File: src/rtl/tx_mux_pkg.sv
// Shared constants for the TX priority mux: FSM encoding, comma symbol, idle word, boundary test.
// Latency: n/a (declarations only).
// Backpressure: n/a.
package tx_mux_pkg;

  localparam logic [1:0] ST_OFF   = 2'd0;
  localparam logic [1:0] ST_PASS  = 2'd1;
  localparam logic [1:0] ST_DRAIN = 2'd2;
  localparam logic [1:0] ST_GUARD = 2'd3;

  localparam logic [7:0]  K28_5          = 8'hBC;
  localparam logic [15:0] IDLE_DATA_DEF  = 16'h50BC;
  localparam logic [1:0]  IDLE_KCHAR_DEF = 2'b01;

  // A word is a safe switch point when its first byte is a K28.5 comma.
  function automatic logic is_boundary(input logic [7:0] byte0, input logic k0);
    return k0 && (byte0 == K28_5);
  endfunction

endpackage

File: src/rtl/tx_prio_enc.sv
// Lowest-index-wins priority encoder; returns NSRC when no enable is set.
// Latency: combinational.
// Backpressure: none.
module tx_prio_enc #(
  parameter int NSRC = 3
) (
  input  logic [NSRC-1:0]            en,
  output logic [$clog2(NSRC+1)-1:0]  req
);

  localparam int SW = $clog2(NSRC+1);

  // Scan from the top so the lowest enabled index is the last to write.
  always_comb begin
    req = SW'(NSRC);
    for (int i = NSRC - 1; i >= 0; i--) begin
      if (en[i]) req = SW'(i);
    end
  end

endmodule

File: src/rtl/tx_prio_mux.sv
// N-source priority mux onto the PCS TX word bus; switches only at comma boundaries plus an idle guard run.
// Latency: 1 TX_CLK from selected source to TX_DATA; OFF->PASS first word 2 edges after enable.
// Backpressure: none; sources free-run and the PCS takes a word every cycle, long waits end in a forced switch.
module tx_prio_mux
  import tx_mux_pkg::*;
#(
  parameter int            NSRC       = 3,
  parameter int            DW         = 16,
  parameter int            KW         = DW / 8,
  parameter logic [DW-1:0] IDLE_DATA  = DW'(IDLE_DATA_DEF),
  parameter logic [KW-1:0] IDLE_KCHAR = KW'(IDLE_KCHAR_DEF),
  parameter int            GUARD      = 2,
  parameter int            DRAIN_MAX  = 64
) (
  input  logic                        TX_CLK,
  input  logic                        RESET_N,
  input  logic [NSRC-1:0]             SRC_EN,
  input  logic [NSRC*DW-1:0]          SRC_DATA,
  input  logic [NSRC*KW-1:0]          SRC_KCHAR,
  output logic [DW-1:0]               TX_DATA,
  output logic [KW-1:0]               TX_KCHAR,
  output logic [$clog2(NSRC+1)-1:0]   ACTIVE_SRC,
  output logic [15:0]                 SWITCH_CNT,
  output logic                        FORCED,
  input  logic                        CNT_CLR
);

  localparam int SW  = $clog2(NSRC+1);
  localparam int CW  = (NSRC > 1) ? $clog2(NSRC) : 1;
  localparam int DCW = (DRAIN_MAX > 1) ? $clog2(DRAIN_MAX) : 1;
  localparam int GCW = (GUARD > 1) ? $clog2(GUARD) : 1;

  logic [DW-1:0]  src_dat [NSRC];
  logic [KW-1:0]  src_kch [NSRC];

  logic [SW-1:0]  req;
  logic [1:0]     state, state_nxt;
  logic [CW-1:0]  cur, cur_nxt;
  logic [DCW-1:0] drain_cnt, drain_nxt;
  logic [GCW-1:0] guard_cnt, guard_nxt;
  logic           load_src;
  logic           inc_sw;
  logic           force_nxt;
  logic           cur_en;
  logic           cur_bnd;
  logic           req_none;
  logic           req_cur;

  for (genvar g = 0; g < NSRC; g++) begin : g_unpack
    assign src_dat[g] = SRC_DATA[g*DW +: DW];
    assign src_kch[g] = SRC_KCHAR[g*KW +: KW];
  end

  tx_prio_enc #(.NSRC(NSRC)) u_enc (
    .en  (SRC_EN),
    .req (req)
  );

  assign cur_en   = SRC_EN[cur];
  assign cur_bnd  = is_boundary(src_dat[cur][7:0], src_kch[cur][0]);
  assign req_none = (req == SW'(NSRC));
  assign req_cur  = (req == SW'(cur));

  // Next-state decode: which word goes out next and where the selection moves.
  always_comb begin
    state_nxt = state;
    cur_nxt   = cur;
    drain_nxt = drain_cnt;
    guard_nxt = guard_cnt;
    load_src  = 1'b0;
    inc_sw    = 1'b0;
    force_nxt = 1'b0;
    case (state)
      ST_OFF: begin
        if (!req_none) begin
          state_nxt = ST_PASS;
          cur_nxt   = req[CW-1:0];
          inc_sw    = 1'b1;
        end
      end
      ST_PASS: begin
        if (!cur_en) begin
          // Owner vanished mid-stream: nothing safe to wait for, cut to idle now.
          state_nxt = req_none ? ST_OFF : ST_GUARD;
          guard_nxt = '0;
        end else begin
          load_src = 1'b1;
          if (!req_cur) begin
            state_nxt = ST_DRAIN;
            drain_nxt = '0;
          end
        end
      end
      ST_DRAIN: begin
        if (req_cur) begin
          load_src  = 1'b1;
          state_nxt = ST_PASS;
        end else if (!cur_en) begin
          state_nxt = ST_GUARD;
          guard_nxt = '0;
        end else if (cur_bnd) begin
          // The comma itself still belongs to the old source.
          load_src  = 1'b1;
          state_nxt = ST_GUARD;
          guard_nxt = '0;
        end else if (drain_cnt == DCW'(DRAIN_MAX - 1)) begin
          force_nxt = 1'b1;
          state_nxt = ST_GUARD;
          guard_nxt = '0;
        end else begin
          load_src  = 1'b1;
          drain_nxt = drain_cnt + DCW'(1);
        end
      end
      ST_GUARD: begin
        if (guard_cnt == GCW'(GUARD - 1)) begin
          // Re-arbitrate at the end of the gap so a late request still wins.
          if (req_none) begin
            state_nxt = ST_OFF;
          end else begin
            state_nxt = ST_PASS;
            cur_nxt   = req[CW-1:0];
            inc_sw    = 1'b1;
          end
        end else begin
          guard_nxt = guard_cnt + GCW'(1);
        end
      end
      default: state_nxt = ST_OFF;
    endcase
  end

  // Control state registers.
  always_ff @(posedge TX_CLK or negedge RESET_N) begin
    if (!RESET_N) begin
      state     <= ST_OFF;
      cur       <= '0;
      drain_cnt <= '0;
      guard_cnt <= '0;
    end else begin
      state     <= state_nxt;
      cur       <= cur_nxt;
      drain_cnt <= drain_nxt;
      guard_cnt <= guard_nxt;
    end
  end

  // Output word register; ACTIVE_SRC tracks the word it is loaded with.
  always_ff @(posedge TX_CLK or negedge RESET_N) begin
    if (!RESET_N) begin
      TX_DATA    <= IDLE_DATA;
      TX_KCHAR   <= IDLE_KCHAR;
      ACTIVE_SRC <= SW'(NSRC);
      FORCED     <= 1'b0;
    end else begin
      TX_DATA    <= load_src ? src_dat[cur] : IDLE_DATA;
      TX_KCHAR   <= load_src ? src_kch[cur] : IDLE_KCHAR;
      ACTIVE_SRC <= load_src ? SW'(cur) : SW'(NSRC);
      FORCED     <= force_nxt;
    end
  end

  // Saturating selection counter; a clear on the same edge beats an increment.
  always_ff @(posedge TX_CLK or negedge RESET_N) begin
    if (!RESET_N) begin
      SWITCH_CNT <= '0;
    end else if (CNT_CLR) begin
      SWITCH_CNT <= '0;
    end else if (inc_sw && (SWITCH_CNT != 16'hFFFF)) begin
      SWITCH_CNT <= SWITCH_CNT + 16'd1;
    end
  end

endmodule

File: config.mk
export PLATFORM = sky130hd
export DESIGN_NAME = tx_prio_mux
export DESIGN_NICKNAME = d
export VERILOG_FILES = /design/src/rtl/tx_mux_pkg.sv /design/src/rtl/tx_prio_enc.sv /design/src/rtl/tx_prio_mux.sv
export SDC_FILE = /design/constraint.sdc
export NUM_CORES = 1
export LEC_CHECK = 0
export CELL_PAD_IN_SITES_DETAIL_PLACEMENT = 1
export CELL_PAD_IN_SITES_GLOBAL_PLACEMENT = 1
export CORE_MARGIN = 2
export CORE_UTILIZATION = 36
export DETAILED_ROUTE_END_ITERATION = 8
export PLACE_DENSITY_LB_ADDON = 0.2
export SLEW_MARGIN = 10
export SYNTH_ARGS = -nofsm -noshare
export SYNTH_HDL_FRONTEND = slang
export SYNTH_SLANG_ARGS = --single-unit
File: constraint.sdc
create_clock -name TX_CLK -period 3.6 [get_ports TX_CLK]
set_input_delay 0.9 -clock TX_CLK [delete_from_list [all_inputs] [get_ports TX_CLK]]
set_output_delay 0.9 -clock TX_CLK [all_outputs]
set_load 0.005 [all_outputs]
==> flow_metrics.env, run 1 <==
export IMPL_outcome="finished, final reports clean"
export IMPL_ys_top_cells_by_area="dfrtp_1 (35%), dfstp_2 (9.7%), mux2i_1 (7.8%)"
export IMPL_synth_top_area_frac=0.352
export IMPL_die_x_um=90.6
export IMPL_ctsResizeCount=0
export IMPL_yosysSeqAreaShare=0.449
export IMPL_synth_ff_type="dfrtp_1"
export IMPL_drc_errors=0
export IMPL_fin_crit_ns=3.00
export IMPL_hold_buffers=0
export IMPL_setup_viol=0
export IMPL_hold_violations=0
export IMPL_power_density_nw_per_um2=575
export IMPL_arrival_ns=3.20
export IMPL_die_h_um=90.6
export IMPL_ys_types=48
export IMPL_ir_drop_mv=0.228
export IMPL_p_int_uw=1400
export IMPL_antenna_found_initial=0
export IMPL_min_period_over_period=0.833
export IMPL_power_frac_comb=0.491
export IMPL_clkLatencyLatePin_ns=0.31
export IMPL_io_pins=97
export IMPL_path_class="primary input to register"
export IMPL_synth_area_um2=2700
export IMPL_grt_start_max_net_pins=47
export IMPL_fp_dieArea_um2=8210
export IMPL_row_count=31
export IMPL_worstSetupEndpointType="register"
export IMPL_holdCritPathClass="register to register"
export IMPL_dp_hpwl_um=6020
export IMPL_fmax_mhz=333
export IMPL_grt_overflow_total=0
export IMPL_seqPwrFrac=0.355
export IMPL_clkTransAtPathRegs_ns=0.09
export IMPL_vias=2431
export IMPL_power_switching_uw=795
export IMPL_routed_wl_um=7790
export IMPL_worst_pin_slew_ns=1.03
export IMPL_postSynthNetCount=344
export IMPL_cts_made_buffers=5
export IMPL_grt_pass1_wl_um=13000
export IMPL_cts_sinks=48
export IMPL_ys_warn_count=0
export IMPL_fin_nets=436
export IMPL_setup_slack_ns=0.600
export IMPL_synthArstFlopShare=1.00
export IMPL_routed_via_density=5.18
export IMPL_rsz0062_at_grt="false"
export IMPL_p_clk_frac=0.154
export IMPL_drtPass1Iterations=4
export IMPL_dp_worst_setup_slack_ns=0.300
export IMPL_cp_max_fo=9
export IMPL_ys_ff_latch=48
export IMPL_start_kind="primary input"
export IMPL_area_delta_synth_final_pct=41.2
export IMPL_fin_skew_ns=0.00597
export IMPL_p_total_uw=2190
export IMPL_fin_util=0.526
export IMPL_grt_pass1_vias=2619
export IMPL_port_buffers=96
export IMPL_gr_usage_all_layers=0.199
export IMPL_layout_drive_gt1_share=0.0757
export IMPL_cts_tree="yes"
export IMPL_wl_per_cell_um=16.6
export IMPL_routabilityCongestion=0.771
export IMPL_start_util=0.372
export IMPL_synth_avg_cell_area_um2=9.75
export IMPL_fillers=826
export IMPL_cts_buffer_depth=2
export IMPL_max_slew_margin_rel=0.312
export IMPL_required_ns=3.80
export IMPL_post_cts_repair_setup_buffers=0
export IMPL_antennaDiodeCount=0
export IMPL_setup_tns_ns=0
export IMPL_drv_slew=0
export IMPL_h_tree_depth=2
export IMPL_yosysTopAreaCell="dfrtp_1"
export IMPL_synth_edf_count=0
export IMPL_p_leak_uw=0.00156
export IMPL_coreArea_um2=7250
export IMPL_postRouteAntennaNets=0
export IMPL_clockRootBuffer="clkbuf_8"
export IMPL_cap_violations=0
export IMPL_drtIter0Drc=52
export IMPL_netlist_instances=277
export IMPL_p_sw_frac=0.363
[flip-flops by register name, summed over array words and instances (netlist names)]
signal      cells
SWITCH_CNT     16
TX_DATA        16
drain_cnt       6
ACTIVE_SRC      2
TX_KCHAR        2
cur             2
state           2
FORCED          1
guard_cnt       1
[Yosys cell counts (3+ instances only)]
| cell | count |
|---|---|
| inv_1 | 5 |
| clkbuf_1 | 9 |
| mux2i_1 | 21 |
| dfrtp_1 | 38 |
| or3_1 | 6 |
| nor2b_1 | 4 |
| ha_1 | 7 |
| xnor2_1 | 4 |
| and4_1 | 3 |
| a21oi_1 | 18 |
| xor2_1 | 6 |
| nand2b_1 | 9 |
| nand2_1 | 13 |
| dfstp_2 | 10 |
| nor3_1 | 5 |
| and3_1 | 5 |
| nor2_1 | 40 |
| a2bb2oi_1 | 9 |
| o21ai_0 | 10 |
| nand3_1 | 7 |
| a41oi_1 | 3 |
| nand4_1 | 4 |
| a31oi_1 | 7 |
[per-layer routing]
| metal | up-vias | routed length [um] | GRT usage |
|---|---|---|---|
| li1 | 1168 | - | - |
| met5 | - | 0 | 0 |
| met4 | 0 | 93 | 0.0538 |
| met3 | 6 | 662 | 0.0768 |
| met1 | 1180 | 3210 | 0.223 |
| met2 | 77 | 3820 | 0.353 |
[final timing paths]
kind / from / endpoint / slack (ns) / cells past startpoint
worst max register to register: cur[1] / guard_cnt / 0.63 / 7
worst max-delay path: SRC_EN[1] / drain_cnt[0] / 0.60 / 7
worst min-delay path: drain_cnt[2] / drain_cnt[2] / 0.51 / 1
worst min register to register: drain_cnt[2] / drain_cnt[2] / 0.51 / 1
min in group asynchronous: RESET_N / SWITCH_CNT[8] / 0.76 / 1
max in group asynchronous: RESET_N / ACTIVE_SRC[1] / 2.09 / 2
[through the flow]
step	hold WS, ns	instances	instance area (um2)
5_1_grt	0.545	469	3810
3_5_place_dp	0.499	461	3720
3_3_place_gp	0.500	461	3720
2_1_floorplan	0.458	277	2700
4_1_cts	0.515	469	3810
6_report	0.514	469	3810
[power by group through the flow]
stage | sequential [uW] | clock (uW) | combinational, uW
floorplan | 756 | 0 | 698
global placement | 785 | 0 | 1060
detailed placement | 792 | 0 | 1090
CTS | 784 | 347 | 1090
global route | 795 | 370 | 1200
finish | 778 | 337 | 1080
[area by class of cell]
cell class                      count  area (um2)  area share
Sequential cell                    48        1210       0.318
Inverter                            5        18.8     0.00492
Clock buffer                        8        90.1      0.0236
Tap cell                           99         124      0.0325
Multi-Input combinational cell    208        1380       0.360
Timing Repair Buffer              101         993       0.260
[placed cells by master (no fill, tap or decap), types with 3 or more instances in the layout]
cell / count
nand4_1: 4
nand2_1: 13
a31oi_1: 7
a41oi_1: 3
ha_1: 7
or3_1: 6
nor2b_1: 4
inv_1: 5
buf_4: 5
nor2_1: 40
and4_1: 3
mux2i_1: 21
clkbuf_8: 6
xnor2_1: 4
a21oi_1: 18
dfrtp_1: 38
dfstp_2: 10
nand2b_1: 9
nand3_1: 7
o21ai_0: 10
a2bb2oi_1: 9
clkdlybuf4s50_1: 95
nor3_1: 5
and3_1: 5
xor2_1: 6
[worst max-delay path, cell delays in order]
cell and delay [ns]:
clkdlybuf4s50_1 0.57, or4bb_1 0.14, a31oi_1 0.10, nor2_1 0.49
o2111ai_1 0.28, nor2_1 0.34, mux2_2 0.38
[kinds of logic (layout without fill, tap and decap cells)]
kind of cell | count (synthesis) | after routing | share of synthesized area
simple gates | 108 | 108 | 0.207
compound gates | 59 | 59 | 0.146
flops | 48 | 48 | 0.449
mux | 24 | 24 | 0.0917
buf+inv | 21 | 114 | 0.0417
xor+xnor | 10 | 10 | 0.0324
fa+ha+maj | 7 | 7 | 0.0324
No activity file was read; power rests on OpenSTA's default activity.
==> run 2, diff against run 1 <==
Settings changed: CORE_UTILIZATION 36 to 33.
Clock period 3.6 ns to 3 ns, I/O delays scaled along.
==> flow_metrics.env, run 2 (same netlist as run 1, synthesis figures left out) <==
export IMPL_post_cts_repair_setup_buffers=0
export IMPL_outcome="finished, final reports clean"
export IMPL_start_kind="primary input"
export IMPL_timing_critical_path_buf_inv=1
export IMPL_layout_common_cells="clkdlybuf4s50_1 (95), nor2_1 (40), dfrtp_1 (38), mux2i_1 (21), a21oi_1 (18)"
export IMPL_die_h_um=94.5
export IMPL_clkTransAtPathRegs_ns=0.10
export IMPL_fin_nets=445
export IMPL_start_util=0.344
export IMPL_ctsResizeCount=0
export IMPL_routabilityCongestion=0.776
export IMPL_placed_cell_area_um2=3810
export IMPL_cts_buffer_depth=2
export IMPL_p_leak_uw=0.00161
export IMPL_io_pins=97
export IMPL_reg_largest_list="SWITCH_CNT x16, TX_DATA x16, drain_cnt x6"
export IMPL_fmax_mhz=364
export IMPL_final_cells=481
export IMPL_worst_pin_slew_ns=0.897
export IMPL_row_count=32
export IMPL_cap_violations=0
export IMPL_gr_usage_all_layers=0.186
export IMPL_grt_pass1_vias=2660
export IMPL_layout_commonest_cell="clkdlybuf4s50_1"
export IMPL_port_buffers=96
export IMPL_antenna_found_initial=0
export IMPL_cpMaxStageDelayCell="clkdlybuf4s50_1"
export IMPL_dp_hpwl_um=5800
export IMPL_fp_dieArea_um2=8930
export IMPL_clockRootBuffer="clkbuf_8"
export IMPL_max_slew_margin_rel=0.400
export IMPL_die_x_um=94.5
export IMPL_fin_skew_ns=0.00807
export IMPL_grt_pass1_wl_um=13000
export IMPL_vias=2510
export IMPL_area_delta_synth_final_pct=45.5
export IMPL_drc_errors=0
export IMPL_grt_overflow_total=0
export IMPL_cts_sinks=48
export IMPL_coreArea_um2=7850
export IMPL_grt_start_max_net_pins=49
export IMPL_worstSetupEndpointType="register"
export IMPL_wl_per_cell_um=16.0
export IMPL_cts_tree="yes"
export IMPL_drtIter0Drc=59
export IMPL_hold_buffers=0
export IMPL_rsz0062_at_grt="false"
export IMPL_place_inst=473
export IMPL_layout_drive_gt1_share=0.106
export IMPL_clkLatencyLatePin_ns=0.31
export IMPL_antennaDiodeCount=0
export IMPL_design_area_um2=3930
export IMPL_min_period_over_period=0.915
export IMPL_cp_cell_sequence="clkdlybuf4s50_1, or4bb_1, a31oi_1, o21ai_0, a21boi_0, a31oi_2, or2_2"
export IMPL_h_tree_depth=2
export IMPL_cp_top_family="simple AND/OR/NAND/NOR gates"
export IMPL_routed_wl_um=7700
export IMPL_power_density_nw_per_um2=707
export IMPL_ir_drop_mv=0.256
export IMPL_fin_crit_ns=2.75
export IMPL_routed_via_density=5.22
export IMPL_cp_max_fo=20
export IMPL_arrival_ns=2.99
export IMPL_drv_slew=0
export IMPL_holdCritPathClass="register to register"
export IMPL_drtPass1Iterations=4
export IMPL_crit_path_max_incr_delay_ns=0.50
export IMPL_path_class="primary input to register"
export IMPL_hold_violations=0
export IMPL_setup_viol=0
export IMPL_cts_made_buffers=5
export IMPL_required_ns=3.25
export IMPL_postRouteAntennaNets=0
==> run 2: changes by cell type in the layout (fill, tap and decap cells not counted) <==
cell	before	now
buf_12	0	1
inv_6	0	1
a31oi_1	7	6
buf_4	5	13
clkbuf_8	6	5
bufinv_16	0	1
a31oi_2	0	1
clkinvlp_4	0	1
clkbuf_1	2	0
==> run 2: cell type report <==
cell class / count / area, um2
multi-input cells: 208 / 1380
clock inverters: 3 / 46.3
flip-flops and latches: 48 / 1210
repair buffers: 110 / 1070
fillers: 904 / 3920
clock buffers: 5 / 68.8
inverters: 5 / 18.8
well taps: 102 / 128
==> run 2: report_power, final <==
| group | switching, uW | internal [uW] | total [uW] |
|---|---|---|---|
| registers | 71.3 | 827 | 898 |
| clock network | 243 | 252 | 494 |
| logic | 676 | 710 | 1390 |
| total | 991 | 1790 | 2780 |
==> run 2: layer usage <==
layer  part of all wire  GRT usage  up-vias
met5                  0          0        -
met4             0.0060     0.0362        0
met3              0.094     0.0702        6
met2               0.47      0.313       97
met1               0.43      0.230     1219
li1                   -          -     1188
==> run 2: worst register-to-register path, cell delays in order (launching register included) <==
cell       delay (ns)
dfrtp_1          0.43
nor2b_1          0.14
buf_4            0.25
a2bb2oi_1        0.16
or3_4            0.40
or3_1            0.40
a311o_1          0.37
mux2_4           0.30
==> run 2: final timing paths <==
| check | cells after the start | startpoint | slack (ns) | to |
|---|---|---|---|---|
| max in group asynchronous | 2 | RESET_N | 2.04 | state[1] |
| min in group asynchronous | 2 | RESET_N | 0.53 | SWITCH_CNT[8] |
| worst max-delay path | 7 | SRC_EN[2] | 0.25 | ACTIVE_SRC[1] |
| worst max register to register | 7 | cur[1] | 0.43 | guard_cnt |
| worst min register to register | 1 | drain_cnt[2] | 0.51 | drain_cnt[2] |
| worst min-delay path | 1 | drain_cnt[2] | 0.51 | drain_cnt[2] |
==> run 2: per-stage QoR <==
| step | worst slack, ns | hold slack, ns | utilization | setup TNS, ns | total power [uW] |
|---|---|---|---|---|---|
| 6_report | 0.254 | 0.508 | 0.501 | 0 | 2780 |
| 5_1_grt | 0.0536 | 0.538 | 0.501 | 0 | 2990 |
| 4_1_cts | 0.286 | 0.512 | 0.501 | 0 | 2820 |
| 3_5_place_dp | -0.0498 | 0.499 | 0.486 | -0.169 | 2310 |
| 3_3_place_gp | -0.0133 | 0.481 | 0.486 | -0.0133 | 2280 |
| 2_1_floorplan | 0.507 | 0.454 | - | 0 | 1740 |
==> run 3, diff against run 2 <==
Settings changed: CTS_CLUSTER_SIZE set to 28.
==> results of run 3 <==
Final layout, timing and power as in run 2 (identical DEF).
==> patch 1: new RTL, config.mk and constraints of run 1 <==
Change the parameter `GUARD` from 2 to 1.
--- a/src/rtl/tx_prio_mux.sv
+++ b/src/rtl/tx_prio_mux.sv
@@ -9,7 +9,7 @@
   parameter int            KW         = DW / 8,
   parameter logic [DW-1:0] IDLE_DATA  = DW'(IDLE_DATA_DEF),
   parameter logic [KW-1:0] IDLE_KCHAR = KW'(IDLE_KCHAR_DEF),
-  parameter int            GUARD      = 2,
+  parameter int            GUARD      = 1,
   parameter int            DRAIN_MAX  = 64
 ) (
   input  logic                        TX_CLK,
Formal check against the unedited RTL: not equivalent (a bounded check fails within 4 cycles, from zero or initial values and one cycle with RESET_N low).
==> patch 1 against run 1 <==
Final area grew 0.62%. Sequential cell count shrank 1. Utilization grew 0.61 points. Power grew 2.5%. Area after synthesis shrank 0.93%. Routed wire length shrank 5.0%. Register-to-register slack lost 180 ps. Non-clock buffer count is the same. Count of clock-buffer cells in the layout shrank 2. Setup slack lost 150 ps.
==> patch 1: results (changes against run 1) <==
clock_network:
  cts-root-buf: "clkbuf_8"
  clk_path_buf_depth: 2  # unchanged
  insertion_delay_ps: 300
  post_cts_resized: 0  # unchanged
  cts_made_buffers: 5  # unchanged
route:
  num_vias: 2405  # -1.1%
  wl_um: 7398  # -5.0%
  dr.first_iter.drc_count: 99  # +90%
  drtPass1Iterations: 4  # unchanged
synth:
  synth_commonest_cells: "41 x nor2_1, 37 x dfrtp_1, 15 x nand2_1, 13 x xor2_1, 12 x mux2i_1"
  synth-main-ff-cell: "dfrtp_1"
  yosys.cell_types.count: 54  # +13%
  ys_seq_area_share_pct: 44.41  # -0.51 points
  yosys_warnings: 0  # unchanged
  synthesis.nets: 342  # -0.58%
  synth.area.top_cells: "dfrtp_1 35%, dfstp_2 9.8%, nor2_1 5.8%"
global_route:
  grt_max_degree: 48  # +2.1%
  track_usage_pct: 18.60  # -1.3 points
  antenna_found_initial: 0  # unchanged
  grt_pass1_vias: 2497  # -4.7%
  grt_pass1_wl_um: 12250  # -5.6%
worst_setup_path:
  rr_endpoint: "TX_DATA[14]"
  cp_slowest_cell: "dfrtp_1"
  cp_max_fo: 16  # +7
  r2r_slack_ps: 450  # -180 ps
  critPathTopFamily: "simple AND/OR/NAND/NOR gates"
  r2r_cells: 7  # unchanged
  slowest_delay_ps: 660  # +90 ps
  crit_path_start: "cur[1]"
placement:
  routabilityCongestion: 0.8010  # +4.0%
  placement.io_buffers: 96  # unchanged
  dp_hpwl_um: 5628  # -6.6%
timing:
  clock_skew_ps: 10.64  # +4.662 ps
  worst_pin_slew_ps: 1043  # +10.70 ps
finish:
  drive_above_1_share_pct: 10.03  # +2.5 points
  final_nets: 435  # -0.23%
  fillers: 846  # +2.4%
status:
  status: "complete, no violations"
power_and_ir_drop:
  p_leak_nw: 1.603  # +3.0%
  p_sw_share_pct: 35.42  # -0.85 points
  peakVddDrop_uv: 252.8  # +11%
worst_hold_path:
  hold_class: "reg2reg"
[patch 1: changes by cell type after synthesis, moves of 4 or more]
cell	before	now
o21ai_1	1	6
or3_1	6	1
inv_1	5	11
a22oi_1	0	7
o21ai_0	10	3
a21oi_1	18	11
a2bb2oi_1	9	1
mux2i_1	21	12
xor2_1	6	13
mux2_1	1	5
[patch 1: through the flow]
step	utilization [%]	setup slack (ps)	instance area, sq um	power [mW]	instances
global route	53.21	214.2	3839	2.415	468
detailed placement	51.58	291.9	3721	1.871	460
floorplan	-	942.4	2676	1.424	275
finish	53.21	453.0	3839	2.248	468
global placement	51.58	353.8	3721	1.830	460
CTS	53.21	381.2	3839	2.286	468
[patch 1: how the worst min path moves through the flow]
stage	from	end	slack [ps]	cells past startpoint
5_1_grt	drain_cnt[0]	drain_cnt[0]	550	1
6_report	drain_cnt[2]	drain_cnt[2]	520	1
3_3_place_gp	drain_cnt[2]	drain_cnt[2]	490	1
4_1_cts	drain_cnt[2]	drain_cnt[2]	530	1
3_5_place_dp	drain_cnt[2]	drain_cnt[2]	500	1
2_1_floorplan	drain_cnt[2]	drain_cnt[2]	460	1
[patch 1: cell families (layout without fill, tap and decap cells)]
kind of cell	Yosys count	count (layout)	synth area share [%]
and+or+nand+nor	101	101	18.56
AOI/OAI and AO/OA	56	56	15.05
DFF	47	47	44.41
buffers and inverters	26	120	4.255
muxes	23	23	9.537
xor gates and xnor gates	15	15	4.909
adders and majority gates	7	7	3.272
[patch 1: layout make-up]
cell class	instances	area, sq um	share of cell area [%]
well taps	99	123.9	3.227
clock inverters	2	35.03	0.9126
flip-flops and latches	47	1189	30.96
clock buffers	6	82.58	2.151
multi-input cells	202	1374	35.79
repair buffers	101	993.5	25.88
inverters	11	41.29	1.076
[patch 1: power groups by stage]
stage,Combinational [mW],Sequential (mW),Clock [mW]
after floorplan,0.659,0.765,0
final,1.08,0.768,0.400
after CTS,1.10,0.770,0.417
after detailed placement,1.09,0.779,0
after global routing,1.19,0.791,0.435
after global placement,1.06,0.774,0
[patch 1: routing by layer]
layer | global-route usage [%] | up-vias | wire length, um
met5 | 0 | - | 0
met4 | 5.897 | 0 | 102
met3 | 3.856 | 9 | 404
met2 | 31.39 | 62 | 3677
met1 | 23.97 | 1174 | 3214
li1 | - | 1160 | -
==> patch 2: new RTL, settings of run 1 <==
Without the edit above. Put one more register stage on the output `SWITCH_CNT`, cleared by the reset. The value now appears one clock later. The other outputs are not delayed to match.
--- a/src/rtl/tx_prio_mux.sv
+++ b/src/rtl/tx_prio_mux.sv
@@ -29,6 +29,8 @@
   localparam int CW  = (NSRC > 1) ? $clog2(NSRC) : 1;
   localparam int DCW = (DRAIN_MAX > 1) ? $clog2(DRAIN_MAX) : 1;
   localparam int GCW = (GUARD > 1) ? $clog2(GUARD) : 1;
+
+  logic [15:0] SWITCH_CNT_s0;
 
   logic [DW-1:0]  src_dat [NSRC];
   logic [KW-1:0]  src_kch [NSRC];
@@ -163,11 +165,19 @@
   // Saturating selection counter; a clear on the same edge beats an increment.
   always_ff @(posedge TX_CLK or negedge RESET_N) begin
     if (!RESET_N) begin
+      SWITCH_CNT_s0 <= '0;
+    end else if (CNT_CLR) begin
+      SWITCH_CNT_s0 <= '0;
+    end else if (inc_sw && (SWITCH_CNT_s0 != 16'hFFFF)) begin
+      SWITCH_CNT_s0 <= SWITCH_CNT_s0 + 16'd1;
+    end
+  end
+
+  always_ff @(posedge TX_CLK or negedge RESET_N) begin
+    if (!RESET_N) begin
       SWITCH_CNT <= '0;
-    end else if (CNT_CLR) begin
-      SWITCH_CNT <= '0;
-    end else if (inc_sw && (SWITCH_CNT != 16'hFFFF)) begin
-      SWITCH_CNT <= SWITCH_CNT + 16'd1;
+    end else begin
+      SWITCH_CNT <= SWITCH_CNT_s0;
     end
   end
 
Function: changed (a bounded check fails within 4 cycles, from zero or initial values and one cycle with RESET_N low).
==> patch 2 against run 1 <==
Count of clock-buffer cells in the layout is 1 higher. Sequential power rose by 23%. Highest routed layer unchanged. Final area rose by 18%. Utilization decreased by 1.1 points. Worst hold slack lost 86 ps. Area after synthesis rose by 21%. Power rose by 29%. Routed wire length is 10% higher. Sequential share of layout area increased by 4.0 points. Fmax grew 3.0%. Clock power grew 100%. Sequential cell count is 16 higher. Setup slack better by 88 ps. Non-clock buffer count decreased by 1.
==> patch 2: results (changes against run 1) <==
finish:
  largest_registers: "SWITCH_CNT (16), SWITCH_CNT_s0 (16), TX_DATA (16)"
  final_nets: 458  # +5.0%
  drive_above_1_share_pct: 13.13  # +5.6 points
placement:
  dp.cells: 488  # +5.9%
  routabilityCongestion: 0.8087  # +5.0%
  post-place-ws_ps: 479.2  # +178.8 ps
  dp_hpwl_um: 6549  # +8.7%
  placed_area_sq_mm: 0.004290  # +15%
power_and_ir_drop:
  p_leak_nw: 1.827  # +17%
  p_sw_share_pct: 36.34  # +0.073 points
  seq_power_share_pct: 33.9  # -1.6 points
  peakVddDrop_uv: 311.2  # +37%
  comb_power_mw: 1.19  # +10%
  p_seq_mw: 0.958  # +23%
global_route:
  grt_max_degree: 37  # -21%
  grt_pass1_wl_um: 14300  # +10%
  track_usage_pct: 18.30  # -1.6 points
  grt_pass1_vias: 2824  # +7.8%
worst_setup_path:
  cp_slowest_cell: "dfrtp_1"
  slowest_delay_ps: 690  # +120 ps
  cp_max_fo: 18  # +9
  critPathRequiredTime_ps: 3860  # +60 ps
route:
  via_per_inst: 5.270  # +1.7%
  routedWlPerCell_um: 17.06  # +2.7%
  dr.first_iter.drc_count: 105  # +100%
  wl_um: 8596  # +10%
synth:
  synthesis.nets: 363  # +5.5%
  ys_seq_area_share_pct: 49.33  # +4.4 points
  synth_commonest_cells: "54 x dfrtp_1, 32 x nor2_1, 19 x mux2i_1, 15 x nand2_1, 14 x a21oi_1"
  yosys.cell_types.count: 53  # +10%
  synth.area.top_cells: "dfrtp_1 41%, dfstp_2 8.0%, mux2i_1 5.8%"
  synth-main-ff-cell: "dfrtp_1"
  syn_inst: 296  # +6.9%
clock_network:
  insertion_delay_ps: 340  # +30 ps
  cts_made_buffers: 9  # +4
  htreeDepth: 3  # +1
  clkTransAtPathRegs_ps: 70  # -20 ps
status:
  status: "complete, no violations"
timing:
  relSlewSlack_pct: 44.20  # +13 points
  clock_skew_ps: 6.004  # +0.02961 ps
## patch 2: changes by cell type in the layout (fill, tap and decap cells not counted), moves of 4 or more
cell,delta
a2bb2oi_1,-5
nand2b_1,-6
a21oi_1,-4
o211ai_1,+6
a211oi_2,+10
o21ai_0,-4
dfrtp_1,+16
or3_1,-6
nor2_1,-8
nor3_1,+4
## patch 2: final cells by class
type / count / area [sq um]
fillers: 957 / 4254
flip-flops and latches: 64 / 1614
multi-input cells: 210 / 1533
repair buffers: 100 / 985.9
well taps: 108 / 135.1
clock buffers: 9 / 123.9
clock inverters: 7 / 95.09
inverters: 6 / 22.52
## patch 2: worst paths after layout
path                                         from        endpoint  slack, ps  depth (start not counted)
worst max register to register             cur[1]      TX_DATA[3]        690                          6
min in group asynchronous                 RESET_N     TX_DATA[11]        650                          1
max in group asynchronous                 RESET_N     TX_DATA[14]       2020                          2
worst max-delay path                       cur[1]      TX_DATA[3]        690                          6
worst min-delay path            SWITCH_CNT_s0[12]  SWITCH_CNT[12]        430                          0
worst min register to register  SWITCH_CNT_s0[12]  SWITCH_CNT[12]        430                          0
## patch 2: cells by family (layout without fill, tap and decap cells)
logic type                 after synthesis  count (layout)  synth area share (%)
buffers and inverters                   22             122                 3.824
xor gates and xnor gates                15              15                 4.015
adders and majority gates                7               7                 2.677
DFF                                     64              64                 49.33
and+or+nand+nor                         95              95                 15.56
AOI/OAI and AO/OA                       70              70                 17.40
muxes                                   23              23                 7.189
## patch 2: per-layer routing
metal	routed length [um]	vias up	track usage, %
li1	-	1260	-
met1	3833	1316	23.29
met2	4183	67	30.93
met3	433	13	3.865
met4	146	0	6.533
met5	0	-	0
